$ cat src/rtl/mac_pkg.sv
// Shared types and constants for the MAC datapath stages.
// Fixed-point results are signed Q1.15; accumulation is done wider and narrowed at the end.
package mac_pkg;

    typedef logic signed [15:0] q1_15_t;

    localparam q1_15_t Q15_MAX = 16'sh7FFF;
    localparam q1_15_t Q15_MIN = 16'sh8000;

    localparam int MAC_PWIDTH    = 16;
    localparam int MAC_MAX_TERMS = 8;
    localparam int MAC_OWIDTH    = 16;

    typedef enum logic [1:0] {
        IDLE  = 2'd0,
        ACCUM = 2'd1,
        HOLD  = 2'd2
    } mac_state_t;

endpackage

$ cat src/rtl/mac_accum_sat_q15.sv
// Combinational narrowing saturator: clamps a wide signed value into OWIDTH bits
// and flags when clamping happened. Requires IWIDTH > OWIDTH.
module sat_q15 #(
    parameter int IWIDTH = 19,
    parameter int OWIDTH = 16
) (
    input  logic signed [IWIDTH-1:0] in_value,
    output logic signed [OWIDTH-1:0] out_value,
    output logic                     overflow
);

    localparam int XBITS = IWIDTH - OWIDTH;

    // A value fits when every bit above the output sign bit repeats the input sign.
    logic [XBITS-1:0] agree;

    genvar gi;
    generate
        for (gi = 0; gi < XBITS; gi++) begin : g_agree
            assign agree[gi] = (in_value[OWIDTH-1+gi] == in_value[IWIDTH-1]);
        end
    endgenerate

    always_comb begin
        overflow  = ~(&agree);
        out_value = in_value[OWIDTH-1:0];
        if (overflow) begin
            out_value = in_value[IWIDTH-1] ? {1'b1, {(OWIDTH-1){1'b0}}}
                                           : {1'b0, {(OWIDTH-1){1'b1}}};
        end
    end

endmodule

$ cat src/rtl/mac_accum.sv
// Accumulate stage of the MAC datapath: sums signed Q1.15 products of one vector
// in a guarded accumulator and presents the saturated Q1.15 result on valid/ready.
module mac_accum
    import mac_pkg::*;
#(
    parameter int PWIDTH    = MAC_PWIDTH,
    parameter int MAX_TERMS = MAC_MAX_TERMS,
    parameter int GUARD     = $clog2(MAX_TERMS),
    parameter int AWIDTH    = PWIDTH + GUARD,
    parameter int OWIDTH    = MAC_OWIDTH,
    parameter int CWIDTH    = $clog2(MAX_TERMS + 1)
) (
    input  logic              clk,
    input  logic              rst,
    input  logic              in_valid,
    output logic              in_ready,
    input  logic [PWIDTH-1:0] in_data,
    input  logic              in_last,
    output logic              out_valid,
    input  logic              out_ready,
    output logic [OWIDTH-1:0] out_data,
    output logic              out_sat,
    output logic [CWIDTH-1:0] out_count
);

    mac_state_t               state_reg;
    logic signed [AWIDTH-1:0] acc_reg;
    logic [CWIDTH-1:0]        count_reg;
    logic                     in_ready_reg;
    logic                     out_valid_reg;
    logic [OWIDTH-1:0]        out_data_reg;
    logic                     out_sat_reg;
    logic [CWIDTH-1:0]        out_count_reg;

    logic signed [AWIDTH-1:0] acc_base;
    logic signed [AWIDTH-1:0] sum_next;
    logic [CWIDTH-1:0]        count_next;
    logic                     accept;
    logic                     is_final;
    logic signed [OWIDTH-1:0] sat_value;
    logic                     sat_flag;

    // IDLE ignores the held accumulator so every vector starts from zero.
    assign acc_base   = (state_reg == IDLE) ? '0 : acc_reg;
    assign sum_next   = acc_base + AWIDTH'($signed(in_data));
    assign count_next = count_reg + CWIDTH'(1);
    assign accept     = in_valid && in_ready_reg;
    assign is_final   = in_last || (count_next == CWIDTH'(MAX_TERMS));

    sat_q15 #(
        .IWIDTH (AWIDTH),
        .OWIDTH (OWIDTH)
    ) u_sat (
        .in_value  (sum_next),
        .out_value (sat_value),
        .overflow  (sat_flag)
    );

    always_ff @(posedge clk) begin
        if (rst) begin
            state_reg     <= IDLE;
            acc_reg       <= '0;
            count_reg     <= '0;
            in_ready_reg  <= 1'b1;
            out_valid_reg <= 1'b0;
            out_data_reg  <= '0;
            out_sat_reg   <= 1'b0;
            out_count_reg <= '0;
        end else begin
            case (state_reg)
                IDLE, ACCUM: begin
                    if (accept) begin
                        if (is_final) begin
                            out_data_reg  <= sat_value;
                            out_sat_reg   <= sat_flag;
                            out_count_reg <= count_next;
                            out_valid_reg <= 1'b1;
                            in_ready_reg  <= 1'b0;
                            acc_reg       <= '0;
                            count_reg     <= '0;
                            state_reg     <= HOLD;
                        end else begin
                            acc_reg   <= sum_next;
                            count_reg <= count_next;
                            state_reg <= ACCUM;
                        end
                    end
                end
                HOLD: begin
                    // Result fields stay put until consumed; only out_valid drops.
                    if (out_ready) begin
                        out_valid_reg <= 1'b0;
                        in_ready_reg  <= 1'b1;
                        state_reg     <= IDLE;
                    end
                end
                default: begin
                    state_reg    <= IDLE;
                    in_ready_reg <= 1'b1;
                end
            endcase
        end
    end

    assign in_ready  = in_ready_reg;
    assign out_valid = out_valid_reg;
    assign out_data  = out_data_reg;
    assign out_sat   = out_sat_reg;
    assign out_count = out_count_reg;

endmodule

$ cat config.mk
export PLATFORM = sky130hd
export DESIGN_NAME = mac_accum
export DESIGN_NICKNAME = d
export VERILOG_FILES = /design/src/rtl/mac_pkg.sv /design/src/rtl/mac_accum_sat_q15.sv /design/src/rtl/mac_accum.sv
export SDC_FILE = /design/constraint.sdc
export NUM_CORES = 1
export LEC_CHECK = 0
export BUFFER_PORTS_ARGS = -buffer_cell sky130_fd_sc_hd__clkbuf_2
export CORE_ASPECT_RATIO = 1.1
export CORE_UTILIZATION = 52
export DETAILED_ROUTE_END_ITERATION = 10
export PLACE_DENSITY_LB_ADDON = 0.05
export SETUP_SLACK_MARGIN = 0.3
export SYNTH_ARGS = -nofsm -noshare
export SYNTH_HDL_FRONTEND = slang
export SYNTH_SLANG_ARGS = --single-unit
$ cat constraint.sdc
create_clock -name clk -period 3 [get_ports clk]
set_input_delay 0 -clock clk [delete_from_list [all_inputs] [get_ports clk]]
set_output_delay 0 -clock clk [all_outputs]
set_load 0.02 [all_outputs]
==> metrics.cfg, run 1 <==
[pwr]
vdd.ir_drop.worst_mv = 0.234
powerDensity_nw_per_um2 = 387
p_leak_nw = 1.68

[yosys]
synth_area_um2 = 2980
synth_ff_type = dfxtp_1
yosys.area_share.simple = 0.217
synth_cell_type_count = 56
synth_compound_area_frac = 0.275
postSynthAreaPerCell_um2 = 7.93
yosysMostFrequentCell = dfxtp_1
ys_warn_count = 0
synth_fa_ha_area_frac = 0.0864
synth_area_leaders = dfxtp_1, ha_1, a21oi_1
ys_top_cells_by_count = dfxtp_1, nor2_1, a21oi_1
synth_top_family_by_area = compound AO/OA/AOI/OAI gates
synthesis.nets = 417
yosys_register_bits = 48
syn-instance-count = 376
async_flop_share = 0
synth_mux_area_frac = 0.00671
yosys.area.top_type = dfxtp_1
synth_xor_xnor_area_share = 0.0470
yosysSeqAreaShare = 0.322
netlist.area_leader.share = 0.322
synth-edff-count = 0

[global_route]
grt_pass1_wl_um = 12500
grt_max_degree = 35
gr-total-overflow = 0
first_global_vias = 2804
grt_use_total = 0.265
antenna_found_initial = 0

[worst_setup_path]
cp.required_ns = 3.20
critPathKind = reg2reg
r2r_cells = 14
r2r_end = out_data[0]
arrival_ns = 3.13
critPathMaxFanout = 15
rrSetupSlack_ns = 0.07
endpoint_kind = flop
critPathTopFamily = compound AO/OA/AOI/OAI gates
cpMostUsedCell = buf_12
slowest_delay_ns = 0.41
path_cells = nor2_4 -> buf_12 -> nor2b_1 -> ha_1 -> buf_6 -> nand2_1 -> nor2_2 -> a211oi_2 -> o211ai_1 -> a21o_1 -> a2111o_1 -> buf_12 -> a21oi_2 -> o21ai_1
critPathBufInv = 3
slowest_stage = a2111o_1
cp-startpoint = state_reg[1]
r2r_start = state_reg[1]
crit_cells = 14
endpoint = out_data[0]
crit_path_start_kind = flop

[floorplan]
die_x_um = 74.2
die_h_um = 81.4
coreArea_um2 = 5470
io_pins = 44
rows = 28
fp.dieArea_um2 = 6040
start_util = 0.546

[clock_network]
clockRootBuffer = clkbuf_8
hold_buffers = 0
h-tree-depth = 2
cts.clk_slew.worst_paths_ns = 0.09
cts_inserted_buffers = 5
cts_num_sinks = 48
clockBufferDepth = 2
cts_tree = built
clk_latency_ns = 0.30

[final_layout]
area_growth_pct = 33.5
final_area_um2 = 3980
final_net_count = 496
drive_above_1_share = 0.340
finish.cell_count_without_fillers = 531
antenna_cells = 0
largest_register_ffs = 19
fillers = 463

[detailed_routing]
met3WireLength_um = 340
met1_length_um = 3470
wl_per_cell_um = 14.8
antenna_left = 0
dr.pass1.iters = 4
dr_wl_met2_um = 3890
drc = 0
wl_um = 7880
drtIter0Drc = 128
vias = 3018
via_per_inst = 5.68
dr.max_layer_used = met4

[sta]
layout_min_cycle_time_ns = 2.93
finalClockSkew_ns = 0.00449
hold_slack_ns = 0.0248
worst_pin_slew_ns = 1.13
fin_crit_sh = 0.977
rsz0062_at_grt = yes
max_freq_mhz = 341
slew_headroom = 0.244
setup_ws_ns = 0.0687
setup_viol = 0
hold_viol = 0
slew_viol_final = 0
fin_tns_setup_ns = 0

[min_path]
hold_class = in2reg

[placed_design]
dp_cells = 511
hpwl_um = 5650
gp_congestion = 0.905
placed_area_um2 = 3580
pre_cts_ws_ns = -0.0533
numPortBuffers = 43

[status]
outcome = finished clean

[job]
cap_violations = 0

==> power breakdown <==
| part | switching (W) | internal (W) |
|---|---|---|
| Combinational | 0.000215 | 0.000170 |
| Sequential | 0.0000189 | 0.000668 |
| Clock | 0.000222 | 0.000248 |
==> metal layers <==
layer	global-route usage	up-vias
met5	0	-
met4	0.0717	0
met3	0.0442	20
met2	0.475	89
met1	0.325	1406
li1	-	1503
==> kinds of logic (layout without fill, tap and decap cells) <==
| logic type | Yosys count | after routing |
|---|---|---|
| AND/OR/NAND/NOR | 134 | 135 |
| buffers and inverters | 30 | 109 |
| multiplexers | 2 | 2 |
| flip-flops | 48 | 48 |
| XOR/XNOR | 16 | 16 |
| adder cells (fa/ha/maj) | 20 | 20 |
| AO/OA/AOI/OAI | 126 | 126 |
==> stage by stage <==
step / total power, W / utilization
floorplan: 0.000924 / -
global placement: 0.00104 / 0.655
detailed placement: 0.00104 / 0.655
CTS: 0.00154 / 0.705
global route: 0.00161 / 0.728
finish: 0.00154 / 0.728
==> timing repair <==
action,CTS,global route
pin swaps,10,14
endpoints found under the setup margin,23,25
cloned,1,0
setup buffers,8,3
gates resized for setup,24,28
==> cells in the final DEF (no fill, tap or decap), types with 4 or more instances in the layout <==
| master | instances |
|---|---|
| a211oi_1 | 5 |
| a21o_1 | 5 |
| a21oi_1 | 23 |
| a21oi_2 | 18 |
| a22oi_1 | 12 |
| buf_12 | 5 |
| buf_4 | 37 |
| buf_6 | 7 |
| clkbuf_2 | 43 |
| clkbuf_8 | 5 |
| dfxtp_1 | 46 |
| ha_1 | 18 |
| inv_1 | 8 |
| nand2_1 | 34 |
| nand3_1 | 12 |
| nor2_1 | 37 |
| nor2_4 | 4 |
| nor2b_1 | 17 |
| nor3_1 | 9 |
| o21a_1 | 4 |
| o21ai_0 | 8 |
| o21ai_1 | 17 |
| o21bai_1 | 4 |
| xnor2_1 | 10 |
==> how the worst min path moves through the flow <==
stage                    from           end  slack (ns)  cells past startpoint
finish              out_ready  state_reg[1]        0.02                      4
global route        out_ready  state_reg[1]        0.04                      4
CTS                 out_ready  state_reg[1]       0.008                      4
detailed placement  out_ready  state_reg[1]        0.34                      4
global placement    out_ready     out_valid        0.34                      4
floorplan           out_ready  state_reg[1]        0.19                      3
==> final cells by class <==
| class | instances | area (µm²) | share of cell area |
|---|---|---|---|
| multi-input combinational | 299 | 2110 | 0.529 |
| sequential | 48 | 968 | 0.243 |
| timing repair buffer | 92 | 672 | 0.169 |
| tap | 75 | 93.8 | 0.0236 |
| clock buffer | 6 | 72.6 | 0.0182 |
| clock inverter | 2 | 35.0 | 0.00880 |
| inverter | 9 | 33.8 | 0.00849 |
==> worst min-delay path, cell delays in order <==
cell	delay (ns)
clkbuf_2	0.10
nor3b_1	0.05
nor2_1	0.10
nor2_1	0.05
Power figures use the tool's default switching activity.
==> inputs of run 2 (changes only) <==
--- a/config.mk
+++ b/config.mk
@@ -7,7 +7,8 @@
 export LEC_CHECK = 0
 export BUFFER_PORTS_ARGS = -buffer_cell sky130_fd_sc_hd__clkbuf_2
 export CORE_ASPECT_RATIO = 1.1
-export CORE_UTILIZATION = 52
+export CORE_UTILIZATION = 54
+export CTS_BUF_LIST = sky130_fd_sc_hd__clkbuf_4 sky130_fd_sc_hd__clkbuf_8
 export DETAILED_ROUTE_END_ITERATION = 10
 export PLACE_DENSITY_LB_ADDON = 0.05
 export SETUP_SLACK_MARGIN = 0.3
==> run 2 against run 1 <==
Net effect:
- non-clock buffer count is 2 higher
- sequential power about the same
- the run now ends with DRC, setup timing left
- via count grew 4.6%
- critical path depth is 2 lower
- maximum frequency shrank 5.8%
- cell count up 0.38%
- register-to-register slack worse by 0.18 ns
- largest cell class unchanged
- clock skew grew 0.0052 ns
- critical path type unchanged
==> metrics.cfg, run 2 (synthesis results as in run 1) <==
[final_layout]
area_growth_pct = 37.8
regArea_um2 = 968
drive_above_1_share = 0.367
antenna_cells = 0
largest_register_ffs = 19
multi_input_area_um2 = 2220
final_net_count = 498
final_cell_mix = dfxtp_1, clkbuf_2, nor2_1
fillers = 404
final_common_cell = dfxtp_1
final_core_util = 0.767

[detailed_routing]
via_per_inst = 5.92
wl_per_cell_um = 16.8
drtIter0Drc = 187
wl_um = 8950
dr.pass1.iters = 8
antenna_left = 0
vias = 3158
drc = 1

[floorplan]
die_x_um = 72.9
start_util = 0.556
rows = 28
fp.dieArea_um2 = 5830
io_pins = 44
die_h_um = 80.0
coreArea_um2 = 5360

[worst_setup_path]
r2r_cells = 12
r2r_start = state_reg[1]
critPathMaxFanout = 15
r2r_end = out_data[4]
crit_path_start_kind = flop
endpoint = out_data[4]
rrSetupSlack_ns = -0.11
critPathKind = reg2reg
cp-startpoint = state_reg[1]
endpoint_kind = flop
arrival_ns = 3.32
cp.required_ns = 3.21

[job]
cap_violations = 0

[clock_network]
cts_tree = built
cts.clk_slew.worst_paths_ns = 0.10
cts_inserted_buffers = 5
cts_num_sinks = 48
clockRootBuffer = clkbuf_8
h-tree-depth = 2
clockBufferDepth = 2
clk_latency_ns = 0.31

[sta]
fin_crit_sh = 1.04
max_freq_mhz = 321
slew_viol_final = 0
fin_tns_setup_ns = -1.27
finalClockSkew_ns = 0.00970
setup_viol = 16
hold_viol = 0
rsz0062_at_grt = yes
layout_min_cycle_time_ns = 3.11
worst_pin_slew_ns = 1.16
setup_ws_ns = -0.111
slew_headroom = 0.226

[placed_design]
pre_cts_ws_ns = -0.158
gp_congestion = 0.909
numPortBuffers = 43
hpwl_um = 5470

[global_route]
grt_pass1_wl_um = 12700
antenna_found_initial = 0
met2_usage = 0.500
met1_usage = 0.342
grt_use_total = 0.281
grt.met3_usage = 0.0429
busiest_layer = met2
grt_max_degree = 35
gr-total-overflow = 0
first_global_vias = 2791

[status]
violations = DRC, setup timing
outcome = finished, violations left

[pwr]
vdd.ir_drop.worst_mv = 0.263
p_leak_nw = 1.70
powerDensity_nw_per_um2 = 370

[min_path]
hold_class = in2reg

## run 2: cell count changes in the layout (fill, tap and decap cells not counted), moves of 2 or more
cell and change:
o21ai_4 +2, o21ai_1 -9, o21ai_2 +8, ha_4 +3, ha_1 -3, buf_6 +2
## run 2: area by class of cell
| type | count | area share |
|---|---|---|
| sequential | 48 | 0.236 |
| timing repair buffer | 94 | 0.171 |
| tap | 75 | 0.0228 |
| multi-input combinational | 299 | 0.539 |
| clock inverter | 1 | 0.00183 |
| clock buffer | 7 | 0.0219 |
| inverter | 9 | 0.00822 |
## run 2: critical path, stage by stage (launching register included)
cell and delay (ns):
dfxtp_4 0.37, nor2_4 0.23, nor2b_1 0.10, ha_1 0.36
a21oi_2 0.24, o211ai_1 0.17, a211oi_2 0.33, o21a_1 0.19
xnor2_1 0.12, a2111o_1 0.43, buf_12 0.19, a21oi_1 0.21
o21ai_2 0.08
## run 2: how the worst min path moves through the flow
stage | startpoint | end | cells past startpoint
2_1_floorplan | out_ready | state_reg[1] | 3
3_3_place_gp | out_ready | state_reg[1] | 4
3_5_place_dp | out_ready | state_reg[1] | 4
4_1_cts | in_last | count_reg[2] | 4
5_1_grt | in_last | count_reg[2] | 4
6_report | in_last | count_reg[2] | 4
## run 2: timing repair
item / in CTS / in global routing
hold buffers: 1 / 0
resized for setup: 23 / 50
gates cloned: 1 / 1
buffers inserted: 7 / 11
endpoints found under the setup margin: 22 / 25
hold endpoints to repair: 1 / 0
pin swaps: 9 / 51
## run 2: power by group
| part | internal (W) | total [W] | switching (W) |
|---|---|---|---|
| registers | 0.000668 | 0.000687 | 0.0000186 |
| logic | 0.000176 | 0.000408 | 0.000233 |
| clock network | 0.000197 | 0.000425 | 0.000228 |
## run 2: per-layer routing
metal  part of all wire  wire [µm]  up-vias
met1               0.40       3590     1501
met5                  0          0        -
met2               0.51       4610      113
li1                   -          -     1516
met3              0.049        438       28
met4              0.035        310        0
## run 2: per-stage QoR
stage               area (µm²)  power (W)  instances  hold slack (ns)
global placement          3520    0.00103        504            0.339
finish                    4110    0.00152        533           0.0753
CTS                       3770    0.00148        521           0.0716
detailed placement        3520    0.00103        504            0.322
floorplan                 3060   0.000924        376            0.186
global route              4110    0.00158        533           0.0857
